`config.mk`:
```
export PLATFORM = sky130hd
export DESIGN_NAME = pipe_stall_ctrl
export DESIGN_NICKNAME = d
export VERILOG_FILES = /design/src/rtl/pipe_ctrl_pkg.sv /design/src/rtl/pipe_stall_ctrl_hazard_detect.sv /design/src/rtl/pipe_stall_ctrl.sv
export SDC_FILE = /design/constraint.sdc
export NUM_CORES = 1
export LEC_CHECK = 0
export ABC_CLOCK_PERIOD_IN_PS = 2600
export CAP_MARGIN = 20
export CORE_UTILIZATION = 30
export CTS_CLUSTER_DIAMETER = 120
export CTS_CLUSTER_SIZE = 12
export DETAILED_ROUTE_END_ITERATION = 7
export PLACE_DENSITY = 0.74
export SYNTH_ARGS = -nofsm -noshare
export SYNTH_HDL_FRONTEND = slang
export SYNTH_HIERARCHICAL = 1
export SYNTH_SLANG_ARGS = --single-unit
```
`constraint.sdc`:
```
create_clock -name clk -period 2.6 [get_ports clk]
set_input_delay 0.39 -clock clk [delete_from_list [all_inputs] [get_ports clk]]
set_output_delay 0.39 -clock clk [all_outputs]
set_load 0.01 [all_outputs]
```
`src/rtl/pipe_ctrl_pkg.sv`:
```
// Shared definitions for the pipeline stall/flush controller.
//   state_t   : controller states (RUN, LDSTALL, FLUSH, MEMWAIT)
//   REG_IDX_W : width of an architectural register index
package pipe_ctrl_pkg;

  localparam int REG_IDX_W = 5;

  typedef enum logic [1:0] {
    RUN     = 2'd0,
    LDSTALL = 2'd1,
    FLUSH   = 2'd2,
    MEMWAIT = 2'd3
  } state_t;

endpackage

```
`src/rtl/pipe_stall_ctrl_hazard_detect.sv`:
```
// hazard_detect: combinational load-use hazard detection.
// Ports:
//   id_ex_mem_rd : instruction in EX is a load
//   id_ex_rd     : destination register of the instruction in EX
//   if_id_rs1/2  : source registers of the instruction in ID
//   load_use     : 1 when ID consumes a register the EX load has not produced yet
module hazard_detect
  import pipe_ctrl_pkg::*;
(
  input  logic                 id_ex_mem_rd,
  input  logic [REG_IDX_W-1:0] id_ex_rd,
  input  logic [REG_IDX_W-1:0] if_id_rs1,
  input  logic [REG_IDX_W-1:0] if_id_rs2,
  output logic                 load_use
);

  // x0 is hard-wired to zero, so a load targeting it never creates a hazard.
  assign load_use = id_ex_mem_rd && (id_ex_rd != '0) &&
                    ((id_ex_rd == if_id_rs1) || (id_ex_rd == if_id_rs2));

endmodule

```
`src/rtl/pipe_stall_ctrl.sv`:
```
// pipe_stall_ctrl: stall/flush controller for a 5-stage in-order pipeline.
// Outputs are Mealy: decoded from the current state and current inputs.
// Priority: data-memory stall > taken branch flush > load-use stall > normal.
// Ports:
//   clk, rst            : clock, asynchronous active-high reset
//   id_ex_mem_rd/rd     : load flag and destination register in ID/EX
//   if_id_rs1/rs2       : source registers in IF/ID
//   ex_br_taken         : branch/jump taken, resolved in EX
//   mem_req, mem_ready  : data-memory access in MEM and its completion
//   pc_en, if_id_en,
//   ex_mem_en           : register advance enables
//   if_id_flush         : load a NOP into IF/ID
//   id_ex_sel           : 1 = pass decoded control into ID/EX, 0 = bubble
//   mem_timeout         : sticky memory-wait timeout flag
// Build option:
//   PIPE_STALL_PERF_EN  : adds 32-bit stall_cnt / flush_cnt performance counters
module pipe_stall_ctrl
  import pipe_ctrl_pkg::*;
#(
  parameter int MEM_TIMEOUT = 15
) (
  input  logic                 clk,
  input  logic                 rst,
  input  logic                 id_ex_mem_rd,
  input  logic [REG_IDX_W-1:0] id_ex_rd,
  input  logic [REG_IDX_W-1:0] if_id_rs1,
  input  logic [REG_IDX_W-1:0] if_id_rs2,
  input  logic                 ex_br_taken,
  input  logic                 mem_req,
  input  logic                 mem_ready,
  output logic                 pc_en,
  output logic                 if_id_en,
  output logic                 ex_mem_en,
  output logic                 if_id_flush,
  output logic                 id_ex_sel,
  output logic                 mem_timeout
`ifdef PIPE_STALL_PERF_EN
  ,
  output logic [31:0]          stall_cnt,
  output logic [31:0]          flush_cnt
`endif
);

  localparam int CNT_W = $clog2(MEM_TIMEOUT + 1);
  localparam logic [CNT_W-1:0] WAIT_MAX = CNT_W'(MEM_TIMEOUT);
  localparam logic [CNT_W-1:0] WAIT_PRE = CNT_W'(MEM_TIMEOUT - 1);

  state_t           state;
  state_t           state_nxt;
  logic [CNT_W-1:0] wait_cnt;
  logic             timeout_flag;
  logic             load_use;
  logic             mem_stall;

  hazard_detect u_hazard_detect (
    .id_ex_mem_rd (id_ex_mem_rd),
    .id_ex_rd     (id_ex_rd),
    .if_id_rs1    (if_id_rs1),
    .if_id_rs2    (if_id_rs2),
    .load_use     (load_use)
  );

  assign mem_stall   = mem_req && !mem_ready;
  assign mem_timeout = timeout_flag;

  // Output decode and next state. rst forces the enables low combinationally
  // so a reset landing between clock edges freezes the pipeline at once.
  // Load-use is only acted on from RUN: after a load-use bubble the hazard is
  // resolved, after a flush the ID instruction is a NOP, and on memory release
  // the hazard is re-examined on the following cycle.
  always_comb begin
    pc_en       = 1'b1;
    if_id_en    = 1'b1;
    ex_mem_en   = 1'b1;
    if_id_flush = 1'b0;
    id_ex_sel   = 1'b1;
    state_nxt   = RUN;
    if (rst) begin
      pc_en     = 1'b0;
      if_id_en  = 1'b0;
      ex_mem_en = 1'b0;
      id_ex_sel = 1'b0;
    end else if (mem_stall) begin
      pc_en     = 1'b0;
      if_id_en  = 1'b0;
      ex_mem_en = 1'b0;
      state_nxt = MEMWAIT;
    end else if (ex_br_taken) begin
      if_id_flush = 1'b1;
      id_ex_sel   = 1'b0;
      state_nxt   = FLUSH;
    end else if (load_use && (state == RUN)) begin
      pc_en     = 1'b0;
      if_id_en  = 1'b0;
      id_ex_sel = 1'b0;
      state_nxt = LDSTALL;
    end
  end

  // State, memory-wait counter and sticky timeout flag. The counter counts
  // every consecutive stalled cycle (including the one that enters MEMWAIT)
  // and saturates at MEM_TIMEOUT; the flag rises on the edge it gets there.
  always_ff @(posedge clk or posedge rst) begin
    if (rst) begin
      state        <= RUN;
      wait_cnt     <= '0;
      timeout_flag <= 1'b0;
    end else begin
      state <= state_nxt;
      if (mem_stall) begin
        if (wait_cnt != WAIT_MAX) begin
          wait_cnt <= wait_cnt + 1'b1;
        end
        if (wait_cnt == WAIT_PRE) begin
          timeout_flag <= 1'b1;
        end
      end else begin
        wait_cnt <= '0;
      end
    end
  end

`ifdef PIPE_STALL_PERF_EN
  // Free-running performance counters; wrap naturally at 2^32.
  always_ff @(posedge clk or posedge rst) begin
    if (rst) begin
      stall_cnt <= '0;
      flush_cnt <= '0;
    end else begin
      if (!pc_en) begin
        stall_cnt <= stall_cnt + 32'd1;
      end
      if (if_id_flush) begin
        flush_cnt <= flush_cnt + 32'd1;
      end
    end
  end
`else
  // Performance counters not built.
`endif

endmodule

```
## Word level (Yosys, flattened, before mapping)

Index checks and enable logic that the tools add are counted.

- Add/subtract/negate cells: 1
- Multipliers: 0
- Div/mod/pow operators: 0
- $lt $le $gt $ge: 0
- Eq/ne operators: 5
- Shift-type cells: 0
- Muxes and demuxes: 18
- Bitwise gates (word level): 0
- Reduce and logical (&&, ||, !) cells: 9

Operators by type and width:

| cell | number |
|---|---|
| $mux 1 | 13 |
| $eq 5x5->1 | 2 |
| $mux 4 | 2 |
| $mux 2 | 3 |
| $reduce_bool 5->1 | 1 |
| $add 4x1->4 const B | 1 |
| $eq 4x4->1 const B | 1 |
| $logic_and 1x1->1 | 4 |
| $ne 4x4->1 const B | 1 |
| $logic_not 2->1 | 1 |
| $ne 2x1->1 const B | 1 |
| $reduce_and 2->1 | 1 |
| $logic_not 1->1 | 1 |
| $logic_or 1x1->1 | 1 |

- Bits in registers: 7
- Bits in latches: 0
- Bits in writable memories: 0
- ROM bits: 0
- Bits of input ports: 21
- Output and inout port bits: 6
- Word-level logic and storage cells: 36
- Memories: 0

## Longest topological paths before layout

- Depth after elaboration: 8
- Gate-level depth with buffers: 7
- Depth with buffers taken out: 6

## By module

The synthesis kept the hierarchy.

Modules (own cells, without submodules):

| module | times used | cells an instance | area an instance (um2) |
|---|---|---|---|
| pipe_stall_ctrl | 1 | 35 | 355.3 |
| hazard_detect | 1 | 17 | 125.1 |

## Worst setup path after synthesis

OpenSTA, ideal clock, no wires.

- Path type: in2out
- From: input id_ex_rd[0]
- To: output pc_en
- Arrival time: 1.781 ns
- Data required time: 2.210 ns
- Path slack: 0.429 ns
- Stages: 7
- Buffers on the path: 1
- Cell sequence: xor2_1 nor3_1 nand3_1 a21oi_1 or4b_4 and3_1 buf_4

- Word-level cells in the longest chain between the ends: 8
- Elaborated cells on any way between the ends: 11
- Classes of those cells: eq/ne (2); mux (4); reduce/logical (5)

Ends and longest elaborated chain:

| element | RTL line | RTL |
|---|---|---|
| start: declaration | pipe_stall_ctrl.sv:25 | `input logic [REG_IDX_W-1:0] id_ex_rd,` |
| $eq 5x5->1 or $reduce_bool 5->1 (tied branches) | pipe_stall_ctrl_hazard_detect.sv:19, pipe_stall_ctrl_hazard_detect.sv:18 |  |
| $logic_or 1x1->1 or $logic_and 1x1->1 (tied branches) | pipe_stall_ctrl_hazard_detect.sv:19, pipe_stall_ctrl_hazard_detect.sv:18 |  |
| $logic_and 1x1->1 (*) | pipe_stall_ctrl_hazard_detect.sv:18 | `assign load_use = id_ex_mem_rd && (id_ex_rd != '0) &&` |
| named net load_use | pipe_stall_ctrl.sv:52 | `logic load_use;` |
| $logic_and 1x1->1 (*) | pipe_stall_ctrl.sv:92 | `end else if (load_use && (state == RUN)) begin` |
| $mux 1 (*) (4 in a row) | -- |  |
| end: declaration | pipe_stall_ctrl.sv:31 | `output logic pc_en,` |

The timed path passes the listed nets; every way through them passes the cells marked *.

## Final worst setup path

- From: input if_id_rs2[4]
- To: output pc_en

- Word-level cells in the longest chain between the ends: 8

Ends and longest elaborated chain:

| element | RTL line | RTL |
|---|---|---|
| start: declaration | pipe_stall_ctrl.sv:27 | `input logic [REG_IDX_W-1:0] if_id_rs2,` |
| $eq 5x5->1 | pipe_stall_ctrl_hazard_detect.sv:19 | `((id_ex_rd == if_id_rs1) \|\| (id_ex_rd == if_id_rs2));` |
| $logic_or 1x1->1 | pipe_stall_ctrl_hazard_detect.sv:19 |  |
| $logic_and 1x1->1 | pipe_stall_ctrl_hazard_detect.sv:18 |  |
| named net load_use | pipe_stall_ctrl.sv:52 |  |
| $logic_and 1x1->1 | pipe_stall_ctrl.sv:92 |  |
| $mux 1 | pipe_stall_ctrl.sv:92 |  |
| $mux 1 | pipe_stall_ctrl.sv:88 | `end else if (ex_br_taken) begin` |
| $mux 1 | pipe_stall_ctrl.sv:83 | `end else if (mem_stall) begin` |
| $mux 1 | pipe_stall_ctrl.sv:78 | `if (rst) begin` |

The timed path passes the listed nets, and every way through them passes these cells.

==> impl_metrics.prom <==
# TYPE chip_impl_metric gauge
chip_impl_metric{name="worstRegToRegCells",unit=""} 4
chip_impl_metric{name="die_height",unit="um"} 42.0
chip_impl_metric{name="groute.usage.overall",unit="%"} 14.6
chip_impl_metric{name="clock_insertion_delay_worst_skew",unit="ns"} 0.25
chip_impl_metric{name="grt_pass1_wl",unit="um"} 2010
chip_impl_info{name="unrepaired_setup_endpoints_after_global_routing",value="no"} 1
chip_impl_info{name="holdCritPathClass",value="flip-flop to flip-flop"} 1
chip_impl_metric{name="total_power_density_per_cell_area",unit="nW/um2"} 355
chip_impl_metric{name="synth_top_area_share",unit="%"} 36.5
chip_impl_metric{name="first_global_vias",unit=""} 492
chip_impl_metric{name="initial_utilization",unit="%"} 31.9
chip_impl_metric{name="peak_supply_drop",unit="V"} 0.000399
chip_impl_metric{name="cap_violations",unit=""} 0
chip_impl_metric{name="route.detailed.vias_per_inst",unit=""} 4.89
chip_impl_info{name="critical_path.startpoint_type",value="input pin"} 1
chip_impl_metric{name="die_area",unit="um2"} 1770
chip_impl_metric{name="detail_route.wirelength",unit="um"} 1240
chip_impl_metric{name="fp.dieW",unit="um"} 42.0
chip_impl_metric{name="post_synth_inst_count",unit=""} 52
chip_impl_metric{name="ys_ff_latch",unit=""} 7
chip_impl_metric{name="critical_path_arrival",unit="ns"} 2.12
chip_impl_metric{name="worst_pin_slew",unit="ns"} 0.277
chip_impl_info{name="clock_tree.root_cell",value="sky130_fd_sc_hd__clkbuf_4"} 1
chip_impl_metric{name="drive_above_1_share",unit="%"} 18.6
chip_impl_metric{name="syn_avg_cell_area",unit="um2"} 9.24
chip_impl_metric{name="fmaxAchievable",unit="MHz"} 399
chip_impl_metric{name="p_leak",unit="nW"} 0.419
chip_impl_metric{name="pre_antenna_drt_iters",unit=""} 6
chip_impl_metric{name="skew",unit="ns"} 0.00981
chip_impl_metric{name="cts_buffer_depth",unit=""} 2
chip_impl_metric{name="clock_sinks",unit=""} 7
chip_impl_metric{name="fin_cells",unit=""} 102
chip_impl_metric{name="syn_to_final_growth",unit="%"} 74.0
chip_impl_metric{name="minimum_period_implied_by_the_final_worst_setup_slack",unit="ns"} 2.51
chip_impl_info{name="cts_tree",value="built"} 1
chip_impl_metric{name="layout_worst_path_cycle_share",unit="%"} 96.4
chip_impl_info{name="netlist_top_cells_area",value="sky130_fd_sc_hd__dfrtp_1 36%, sky130_fd_sc_hd__xor2_1 11%, sky130_fd_sc_hd__xnor2_1 9.1%"} 1
chip_impl_info{name="synth_flop_cell",value="sky130_fd_sc_hd__dfrtp_1"} 1
chip_impl_metric{name="yosysUniqueCellTypes",unit=""} 21
chip_impl_metric{name="routedWlPerCell",unit="um"} 12.1
chip_impl_info{name="run_status",value="finished clean"} 1
chip_impl_metric{name="finalHoldViolations",unit=""} 0
chip_impl_metric{name="cts_buffers",unit=""} 3
chip_impl_info{name="most_area_hungry_cell_type_in_the_yosys_netlist",value="sky130_fd_sc_hd__dfrtp_1"} 1
chip_impl_metric{name="gp_congestion",unit=""} 0.777
chip_impl_metric{name="postSynthNetCount",unit=""} 75
chip_impl_metric{name="yosysSeqAreaShare",unit="%"} 36.5
chip_impl_info{name="synth.top_cells.by_count",value="7 x sky130_fd_sc_hd__dfrtp_1, 6 x sky130_fd_sc_hd__xor2_1, 5 x sky130_fd_sc_hd__nor2_1, 5 x sky130_fd_sc_hd__xnor2_1"} 1
chip_impl_metric{name="final_max_slew_viol_count",unit=""} 0
chip_impl_info{name="crit_family",value="simple AND/OR/NAND/NOR gates"} 1
chip_impl_metric{name="final_setup_violation_count",unit=""} 0
chip_impl_metric{name="grt_overflow_total",unit=""} 0
chip_impl_metric{name="synth_edf_count",unit=""} 0
chip_impl_metric{name="n_fill_cell",unit=""} 140
chip_impl_metric{name="hold_path_depth",unit=""} 1
chip_impl_metric{name="syn-cell-area",unit="um2"} 480
chip_impl_info{name="cell_by_cell_trace_of_the_critical_path",value="clkdlybuf4s50_1 > xor2_1 > nor3_2 > nand3_1 > a21oi_2 > or4b_4 > and3_4 > buf_2"} 1
chip_impl_metric{name="floorplan.rows",unit=""} 14
chip_impl_metric{name="cts_hold_repair.buffers",unit=""} 0
chip_impl_info{name="critPathCaptureType",value="primary output"} 1
chip_impl_metric{name="layout_setup_ws",unit="ns"} 0.0923
chip_impl_metric{name="dp.final_hpwl",unit="um"} 982
chip_impl_metric{name="area.sequential",unit="um2"} 175
chip_impl_metric{name="multi_input_area",unit="um2"} 304
chip_impl_info{name="yosys.cell_count.top_type",value="sky130_fd_sc_hd__dfrtp_1"} 1
chip_impl_metric{name="synth-async-reset-ratio",unit="%"} 100
chip_impl_metric{name="drtAntennaViolNets",unit=""} 0
chip_impl_metric{name="cp_slowest_stage_delay",unit="ns"} 0.47
chip_impl_metric{name="io_pins",unit=""} 27
chip_impl_metric{name="dpl_worst_slack",unit="ns"} -0.477
chip_impl_metric{name="io_buffers",unit=""} 26
chip_impl_metric{name="htreeDepth",unit=""} 1
chip_impl_metric{name="worst-path-stages",unit=""} 8
chip_impl_info{name="timing_worst_setup_path_type",value="input pin to primary output"} 1
chip_impl_metric{name="antenna-diode-count",unit=""} 0
chip_impl_metric{name="antenna_violations_before_repair",unit=""} 0
chip_impl_metric{name="initial_detailed_routing_violation_count",unit=""} 8
chip_impl_metric{name="vias_post_dr",unit=""} 499
chip_impl_metric{name="path_buf_inv",unit=""} 2
chip_impl_metric{name="clkSlewWorstSetupHoldPaths",unit="ns"} 0.05
chip_impl_metric{name="yosys_warnings",unit=""} 6
chip_impl_metric{name="final_nets",unit=""} 110
chip_impl_metric{name="path_max_fanout",unit=""} 2
chip_impl_metric{name="maxSlewHeadroom",unit="%"} 81.5
chip_impl_metric{name="core_area",unit="um2"} 1510
chip_impl_metric{name="inst_count_dp",unit=""} 97
chip_impl_metric{name="drc",unit=""} 0
chip_impl_metric{name="cp.required",unit="ns"} 2.21
chip_impl_metric{name="grt_start_max_net_pins",unit=""} 8
chip_impl_info{name="crit_path_top_delay_cell",value="sky130_fd_sc_hd__or4b_4"} 1
final timing paths:
check / start / end / slack, ns
max in group asynchronous: rst / wait_cnt[0] / 1.90
hold / removal: mem_timeout / mem_timeout / 0.47
setup / recovery: if_id_rs2[4] / pc_en / 0.09
min in group asynchronous: rst / state[1] / 0.57
hold reg to reg: mem_timeout / mem_timeout / 0.47
setup reg to reg: wait_cnt[0] / wait_cnt[1] / 1.38
repair_timing:
item | 4_1_cts | 5_1_grt
setup endpoints to repair | 3 | 3
gates resized for setup | 19 | 8
pin swaps | 6 | 5
hold endpoints to repair | 0 | 0
setup buffers | 1 | 0
metrics by stage:
stage	hold slack (ns)	setup TNS (ns)	total power, mW	instance area (um2)	util [%]
after CTS	0.474	0	0.297	810	53.7
after floorplan	0.204	0	0.147	480	-
after global placement	0.451	-1.11	0.199	783	52.0
after detailed placement	0.463	-1.25	0.201	783	52.0
after global routing	0.486	0	0.315	836	55.5
final	0.469	0	0.296	836	55.5
layout by cell type (no fill, tap or decap), drive strengths merged:
cell / netlist / routed
clkdlybuf4s50: 0 / 13
buf: 1 / 8
dfrtp: 7 / 7
dlymetal6s2s: 0 / 6
xor2: 6 / 6
nor2: 5 / 5
xnor2: 5 / 5
nand3: 4 / 4
dlygate4sd2: 0 / 4
nor3: 4 / 4
clkbuf: 0 / 4
inv: 3 / 3
a211oi: 2 / 2
ha: 2 / 2
o21ai: 2 / 2
a21oi: 2 / 2
and3: 2 / 2
nand2b: 1 / 1
nor2b: 1 / 1
a31oi: 1 / 1
or4b: 1 / 1
a221oi: 1 / 1
a41o: 1 / 1
or4: 1 / 1
per-layer routing:
layer,GRT usage [%],share of wire [%],vias to the layer above
met5,0,0,-
met4,3.13,0.48,0
met3,5.60,4.7,2
met2,25.9,54,12
met1,16.7,41,233
li1,-,-,252
kinds of logic (layout without fill, tap and decap cells):
family,count (synthesis),in the layout,share of synthesized area (%)
simple gates,19,19,21.9
xor+xnor,11,11,20.1
compound gates,9,9,12.5
flops,7,7,36.5
buf+inv,4,38,3.91
fa+ha+maj,2,2,5.21
state kept, by name, summed over array words and instances (netlist names):
name / count
mem_timeout: 1
state: 2
wait_cnt: 4
area by class of cell:
| cell class | count | area share, % |
|---|---|---|
| clock buffers | 4 | 3.14 |
| inverters | 3 | 1.35 |
| multi-input cells | 41 | 36.4 |
| flip-flops and latches | 7 | 21.0 |
| well taps | 16 | 2.40 |
| repair buffers | 31 | 35.8 |
where the power goes:
part           internal [mW]  switching (mW)
logic                 0.0502          0.0330
registers              0.112         0.00240
clock network         0.0585          0.0401
Note: power is estimated with default switching activity, not from simulation.
